### src/rtl/mips_pkg.sv
// ---------------------------------------------------------------------------
// mips_pkg
// Shared definitions for the MIPS branch hazard logic.
//   - Default register-address and stall-counter widths.
//   - State encoding of the branch stall sequencer.
// ---------------------------------------------------------------------------
package mips_pkg;

    localparam int NB_REG_DEF   = 5;
    localparam int NB_COUNT_DEF = 16;

    // The state encoding is fixed so that debug tooling can decode the state.
    typedef enum logic [1:0] {
        IDLE    = 2'd0,
        STALL_2 = 2'd1,
        STALL_1 = 2'd2
    } bhc_state_e;

    // A destination register only creates a hazard if it is written and is
    // not $0, because $0 always reads as zero.
    function automatic logic regHazard(input logic [NB_REG_DEF-1:0] src,
                                       input logic [NB_REG_DEF-1:0] dst,
                                       input logic                  we);
        return we && (dst != '0) && (src == dst);
    endfunction

endpackage

### src/rtl/branch_hazard_detect.sv
// ---------------------------------------------------------------------------
// branch_hazard_detect
// Combinational comparison of the ID-stage branch source registers against
// the destinations of the instructions in EX and MEM.
//
// Ports:
//   id_rs_i, id_rt_i      branch source registers
//   ex_write_reg_i        EX destination register
//   ex_reg_write_i        EX register write enable
//   ex_mem_read_i         EX instruction is a load
//   mem_write_reg_i       MEM destination register
//   mem_reg_write_i       MEM register write enable
//   mem_mem_read_i        MEM instruction is a load
//   ex_alu_hz             branch depends on an ALU result still in EX
//   ex_load_hz            branch depends on a load still in EX
//   mem_load_hz           branch depends on a load in MEM
// ---------------------------------------------------------------------------
module branch_hazard_detect
    import mips_pkg::*;
#(
    parameter int NB_REG = NB_REG_DEF
) (
    input  logic [NB_REG-1:0] id_rs_i,
    input  logic [NB_REG-1:0] id_rt_i,
    input  logic [NB_REG-1:0] ex_write_reg_i,
    input  logic              ex_reg_write_i,
    input  logic              ex_mem_read_i,
    input  logic [NB_REG-1:0] mem_write_reg_i,
    input  logic              mem_reg_write_i,
    input  logic              mem_mem_read_i,
    output logic              ex_alu_hz,
    output logic              ex_load_hz,
    output logic              mem_load_hz
);

    logic exValid;
    logic memValid;
    logic exMatch;
    logic memMatch;

    assign exValid  = ex_reg_write_i && (ex_write_reg_i != '0);
    assign memValid = mem_reg_write_i && (mem_write_reg_i != '0);

    assign exMatch  = exValid && ((id_rs_i == ex_write_reg_i) || (id_rt_i == ex_write_reg_i));
    assign memMatch = memValid && ((id_rs_i == mem_write_reg_i) || (id_rt_i == mem_write_reg_i));

    // A non-load in MEM is already covered by the branch forwarding path,
    // so only a load there is reported.
    assign ex_alu_hz   = exMatch && !ex_mem_read_i;
    assign ex_load_hz  = exMatch && ex_mem_read_i;
    assign mem_load_hz = memMatch && mem_mem_read_i;

endmodule

### src/rtl/branch_hazard_controller.sv
// ---------------------------------------------------------------------------
// branch_hazard_controller
// Stalls a branch resolved in ID until its source operands can be forwarded,
// and flushes IF/ID when a branch is taken.
//
// Optional feature: define BRANCH_STALL_COUNTER_EN to build a saturating
// counter of branch-stall cycles on stall_count_o; otherwise that port is 0.
//
// Ports:
//   clock_i          rising-edge clock
//   reset_n_i        synchronous active-low reset
//   enable_i         pipeline advance enable from the debug unit
//   ID_branch_i      ID instruction is BEQ/BNE
//   ID_taken_i       ID comparator result after forwarding
//   ID_rs_i/ID_rt_i  branch source registers
//   EX_*             destination, write enable, load flag of EX instruction
//   MEM_*            destination, write enable, load flag of MEM instruction
//   stall_o          hold PC and IF/ID
//   bubble_o         insert a NOP into ID/EX
//   flush_o          clear IF/ID for a resolved taken branch
//   stall_count_o    branch-stall cycles since reset (saturating)
// ---------------------------------------------------------------------------
module branch_hazard_controller
    import mips_pkg::*;
#(
    parameter int NB_REG   = NB_REG_DEF,
    parameter int NB_COUNT = NB_COUNT_DEF
) (
    input  logic                clock_i,
    input  logic                reset_n_i,
    input  logic                enable_i,
    input  logic                ID_branch_i,
    input  logic                ID_taken_i,
    input  logic [NB_REG-1:0]   ID_rs_i,
    input  logic [NB_REG-1:0]   ID_rt_i,
    input  logic [NB_REG-1:0]   EX_write_reg_i,
    input  logic                EX_reg_write_i,
    input  logic                EX_mem_read_i,
    input  logic [NB_REG-1:0]   MEM_write_reg_i,
    input  logic                MEM_reg_write_i,
    input  logic                MEM_mem_read_i,
    output logic                stall_o,
    output logic                bubble_o,
    output logic                flush_o,
    output logic [NB_COUNT-1:0] stall_count_o
);

    bhc_state_e state_q;
    bhc_state_e state_d;
    bhc_state_e nextState;

    logic exAluHz;
    logic exLoadHz;
    logic memLoadHz;

    branch_hazard_detect #(
        .NB_REG (NB_REG)
    ) u_detect (
        .id_rs_i         (ID_rs_i),
        .id_rt_i         (ID_rt_i),
        .ex_write_reg_i  (EX_write_reg_i),
        .ex_reg_write_i  (EX_reg_write_i),
        .ex_mem_read_i   (EX_mem_read_i),
        .mem_write_reg_i (MEM_write_reg_i),
        .mem_reg_write_i (MEM_reg_write_i),
        .mem_mem_read_i  (MEM_mem_read_i),
        .ex_alu_hz       (exAluHz),
        .ex_load_hz      (exLoadHz),
        .mem_load_hz     (memLoadHz)
    );

    // Next-state and output decode.  Stall is raised for every cycle whose
    // next state is a stall state, so a load gives two held cycles (IDLE and
    // STALL_2) and an ALU or MEM-load dependency gives one (IDLE); STALL_1 is
    // the release cycle in which the operand becomes forwardable.  While the
    // debug unit freezes the pipeline the state is held, so stall keeps
    // following the held state.
    always_comb begin
        nextState = IDLE;
        unique case (state_q)
            IDLE: begin
                if (ID_branch_i) begin
                    if (exLoadHz) begin
                        nextState = STALL_2;
                    end else if (exAluHz || memLoadHz) begin
                        nextState = STALL_1;
                    end
                end
            end
            STALL_2: nextState = STALL_1;
            STALL_1: nextState = IDLE;
            default: nextState = IDLE;
        endcase

        state_d  = enable_i ? nextState : state_q;
        stall_o  = reset_n_i && (state_d != IDLE);
        bubble_o = stall_o;
        flush_o  = reset_n_i && enable_i && (state_q == IDLE) && (nextState == IDLE)
                   && ID_branch_i && ID_taken_i;
    end

    // State register; reset aborts any sequence in progress.
    always_ff @(posedge clock_i) begin
        if (!reset_n_i) begin
            state_q <= IDLE;
        end else begin
            state_q <= state_d;
        end
    end

`ifdef BRANCH_STALL_COUNTER_EN
    logic [NB_COUNT-1:0] count_q;
    logic [NB_COUNT-1:0] count_d;

    // Count enabled stall cycles, sticking at all-ones instead of wrapping.
    always_comb begin
        count_d = count_q;
        if (enable_i && stall_o && (count_q != '1)) begin
            count_d = count_q + NB_COUNT'(1);
        end
    end

    always_ff @(posedge clock_i) begin
        if (!reset_n_i) begin
            count_q <= '0;
        end else begin
            count_q <= count_d;
        end
    end

    assign stall_count_o = count_q;
`else
    assign stall_count_o = '0;
`endif

endmodule

### config.mk
export PLATFORM = sky130hd
export DESIGN_NAME = branch_hazard_controller
export DESIGN_NICKNAME = d
export VERILOG_FILES = /design/src/rtl/mips_pkg.sv /design/src/rtl/branch_hazard_detect.sv /design/src/rtl/branch_hazard_controller.sv
export SDC_FILE = /design/constraint.sdc
export NUM_CORES = 1
export LEC_CHECK = 0
export ABC_AREA = 1
export CAP_MARGIN = 20
export CORE_UTILIZATION = 38
export CTS_BUF_LIST = sky130_fd_sc_hd__clkbuf_8
export DETAILED_ROUTE_END_ITERATION = 6
export PLACE_DENSITY = 0.86
export SLEW_MARGIN = 30
export SYNTH_ARGS = -nofsm -noshare
export SYNTH_HDL_FRONTEND = slang
export SYNTH_SLANG_ARGS = --single-unit
### constraint.sdc
create_clock -name clock_i -period 3.6 [get_ports clock_i]
set_clock_uncertainty 0.05 [all_clocks]
set_input_delay 0.54 -clock clock_i [delete_from_list [all_inputs] [get_ports clock_i]]
set_output_delay 0.54 -clock clock_i [all_outputs]
set_load 0.05 [all_outputs]
==> run metrics <==
Filler Cell Count=around 170; Slowest cell on crit path=clkdlybuf4s50_1; global placer's final weighted congestion=roughly 0.84; DP HPWL=roughly 1.4 mm; P_int=0.000139 W; Post-Synth Adder-Cell Area=0%; post-CTS sizing=0; Clock Tree Buf Depth=2; Seq/Total Area, Yosys=5.97%; first-pass GRT wire length=between 2 and 3 mm; Antenna diodes=0; Syn Area/Cell=4.90 µm²; Core ar.=1580 µm²; die area=1940 µm²; Buf/Inv on CP=3; Die W=between 40 and 50 µm; vias per cell=4.44; DR WL/cell=8.46 µm; total iterations of the first detailed-routing run=6; Synth-to-Final Area Change=44.0%; Compound-Gate Fraction of Synth Area=2.80%; CTS tree=yes; max reg flops=2; Final nets=200; First DRT Iteration DRCs=33; post-route ant nets=0; H-tree Lvls=1; drt total wl=1.57 mm; Synth Instances=between 100 and 150; synth unique cells=18; crit start category=input pin; initial core utilization=42.5%; Final period util=roughly nine tenths; Hold Buf Count CTS=0; Num Clock Sinks=2; Worst Path Required=3.01 ns; Routed met1 length=678 µm; Yosys warning total=0; hold path depth=2; Yosys reg bits=2; Combinational Power Share=52.5%; CP max FO=4; cells on worst reg2reg path=4; routed wl met3=between 100 and 150 µm; XOR/XNOR share of the synthesized area=between 5 and 6%; grt ovf=0; CTS Root Cell=clkbuf_8; PwrDens=about 240 nW/µm²; DR DRC count=0; number of I/O pins=48; Hold Crit Class=flip-flop to flip-flop; antenna violations before repair=0; CP Data Arrival Time=2.69 ns; largest family of logic cells by synthesized area=simple AND/OR/NAND/NOR gates; Critical Path, Cell by Cell=clkdlybuf4s50_1, nor3_1, nand3_1, nand3_1, inv_1, nand2_1, nand2_1, nor4_1, clkdlybuf4s50_1; status=finished clean; clock share of power=37.6%; Synth Area in Simple Gates=50.7%; Sequential Power Share=9.9%; Netlist Area Pre-Place=roughly 670 µm²; Worst-path clk slew=roughly 0.03 ns; Final Setup Violations=0; met2 WL=762 µm; top sig layer=met4; total power=0.000236 W; Clock Latency Late Sink=0.21 ns; total track usage=around 16%; ratio of cells with drive above 1 in the final layout=around 6%; FMAX=305 MHz; Setup crit end kind=output pin; Leak Pwr=0.575 nW; total CTS buffers=3; hold path start=state_q[0]; CP Depth=9; Setup CP Type=input pin to output pin; port bufs=31; via count of the routed design=822; Net Sw Frac=slightly above 40%; Largest regs=state_q (2); setup bufs post-CTS=0; mux contribution to synthesized area=0%; Slew Limit Fails=0; RSZ-0062 raised after global routing=no; Top reg by flops=state_q; reg2reg start=state_q[0]; Max stage delay on crit path=0.85 ns; final hold vios=0; pin count of the biggest net entering global routing=5; # rows=14; Max Cap Viol=0; vias in the first global route=700; P_sw=0.0000967 W; VDD IR max=0.000266 V; setup TNS=0 ns; Die Y=44.0 µm; Tmin final=3.28 ns; crit-path leading delay family=buffers and inverters; CP startpoint=MEM_write_reg_i[3]
## synthesized netlist by cell type
| library cell | count | area [µm²] |
|---|---|---|
| dfxtp_1 | 2 | 40.0 |
| nor4_1 | 1 | 6.26 |
| inv_1 | 26 | 97.6 |
| nor2_1 | 13 | 48.8 |
| a21oi_1 | 1 | 5.00 |
| a21oi_2 | 1 | 8.76 |
| nand3_2 | 1 | 10.0 |
| nor3_1 | 1 | 5.00 |
| conb_1 | 1 | 3.75 |
| nand3_1 | 8 | 40.0 |
| nand4_1 | 3 | 18.8 |
| or2_1 | 1 | 6.26 |
| nand2_1 | 53 | 199 |
| xnor2_1 | 4 | 35.0 |
| inv_2 | 2 | 7.51 |
| nand2_2 | 1 | 6.26 |
| buf_4 | 17 | 128 |
| o21ai_0 | 1 | 5.00 |
## tightest hold or removal path, cell delays in order, from the launching register on
cell and delay [ns]:
dfxtp_1 0.33, nand2_1 0.09, a21oi_2 0.07
## per-stage QoR
stage	instance area (µm²)	util (%)	instances	setup slack [ns]	hold slack, ns
after floorplan	727	-	152	0.513	0.439
after global placement	925	58.7	182	0.388	0.461
after detailed placement	925	58.7	182	0.332	0.481
after CTS	966	61.3	185	0.325	0.486
after global routing	966	61.3	185	0.115	0.523
final	966	61.3	185	0.322	0.487
## cells by family (layout without fill, tap and decap cells)
kind of cell              after synthesis  after routing
xor gates and xnor gates                4              4
DFF                                     2              2
other                                   1             16
AOI/OAI and AO/OA                       3              3
buffers and inverters                  45             62
and+or+nand+nor                        82             82
## power groups by stage
stage          clock network (W)   logic, W  registers, W
2_1_floorplan                  0  0.0000910     0.0000236
3_3_place_gp                   0   0.000121     0.0000236
3_5_place_dp                   0   0.000123     0.0000237
4_1_cts                0.0000888   0.000124     0.0000234
5_1_grt                0.0000900   0.000134     0.0000234
6_report               0.0000886   0.000124     0.0000234
## area by class of cell
| type | instances | area (µm²) | share of cell area, % |
|---|---|---|---|
| well taps | 16 | 20.0 | 2.07 |
| multi-input cells | 105 | 454 | 47.0 |
| inverters | 28 | 105 | 10.9 |
| clock buffers | 3 | 41.3 | 4.27 |
| repair buffers | 31 | 305 | 31.6 |
| flip-flops and latches | 2 | 40.0 | 4.15 |
## path summary, 6_finish.rpt
| kind | to | slack (ns) |
|---|---|---|
| worst min-delay path | state_q[0] | 0.49 |
| worst min register to register | state_q[0] | 0.49 |
| worst max register to register | state_q[0] | 2.48 |
| worst max-delay path | flush_o | 0.32 |
## metal layers
metal | global-route usage [%] | up-vias
met2 | 30.9 | 36
met4 | 3.64 | 0
met1 | 19.9 | 348
li1 | - | 436
met5 | 0 | -
met3 | 1.63 | 2
## cell usage in the layout (no fill, tap or decap), types with 3 or more instances in the layout
cell and instances:
nand3_1 8, nand2_1 53, inv_1 26, nand4_1 3, nor2_1 13, xnor2_1 4
clkbuf_8 3, conb_1 16, clkdlybuf4s50_1 29
No activity file was read; power rests on OpenSTA's default activity.
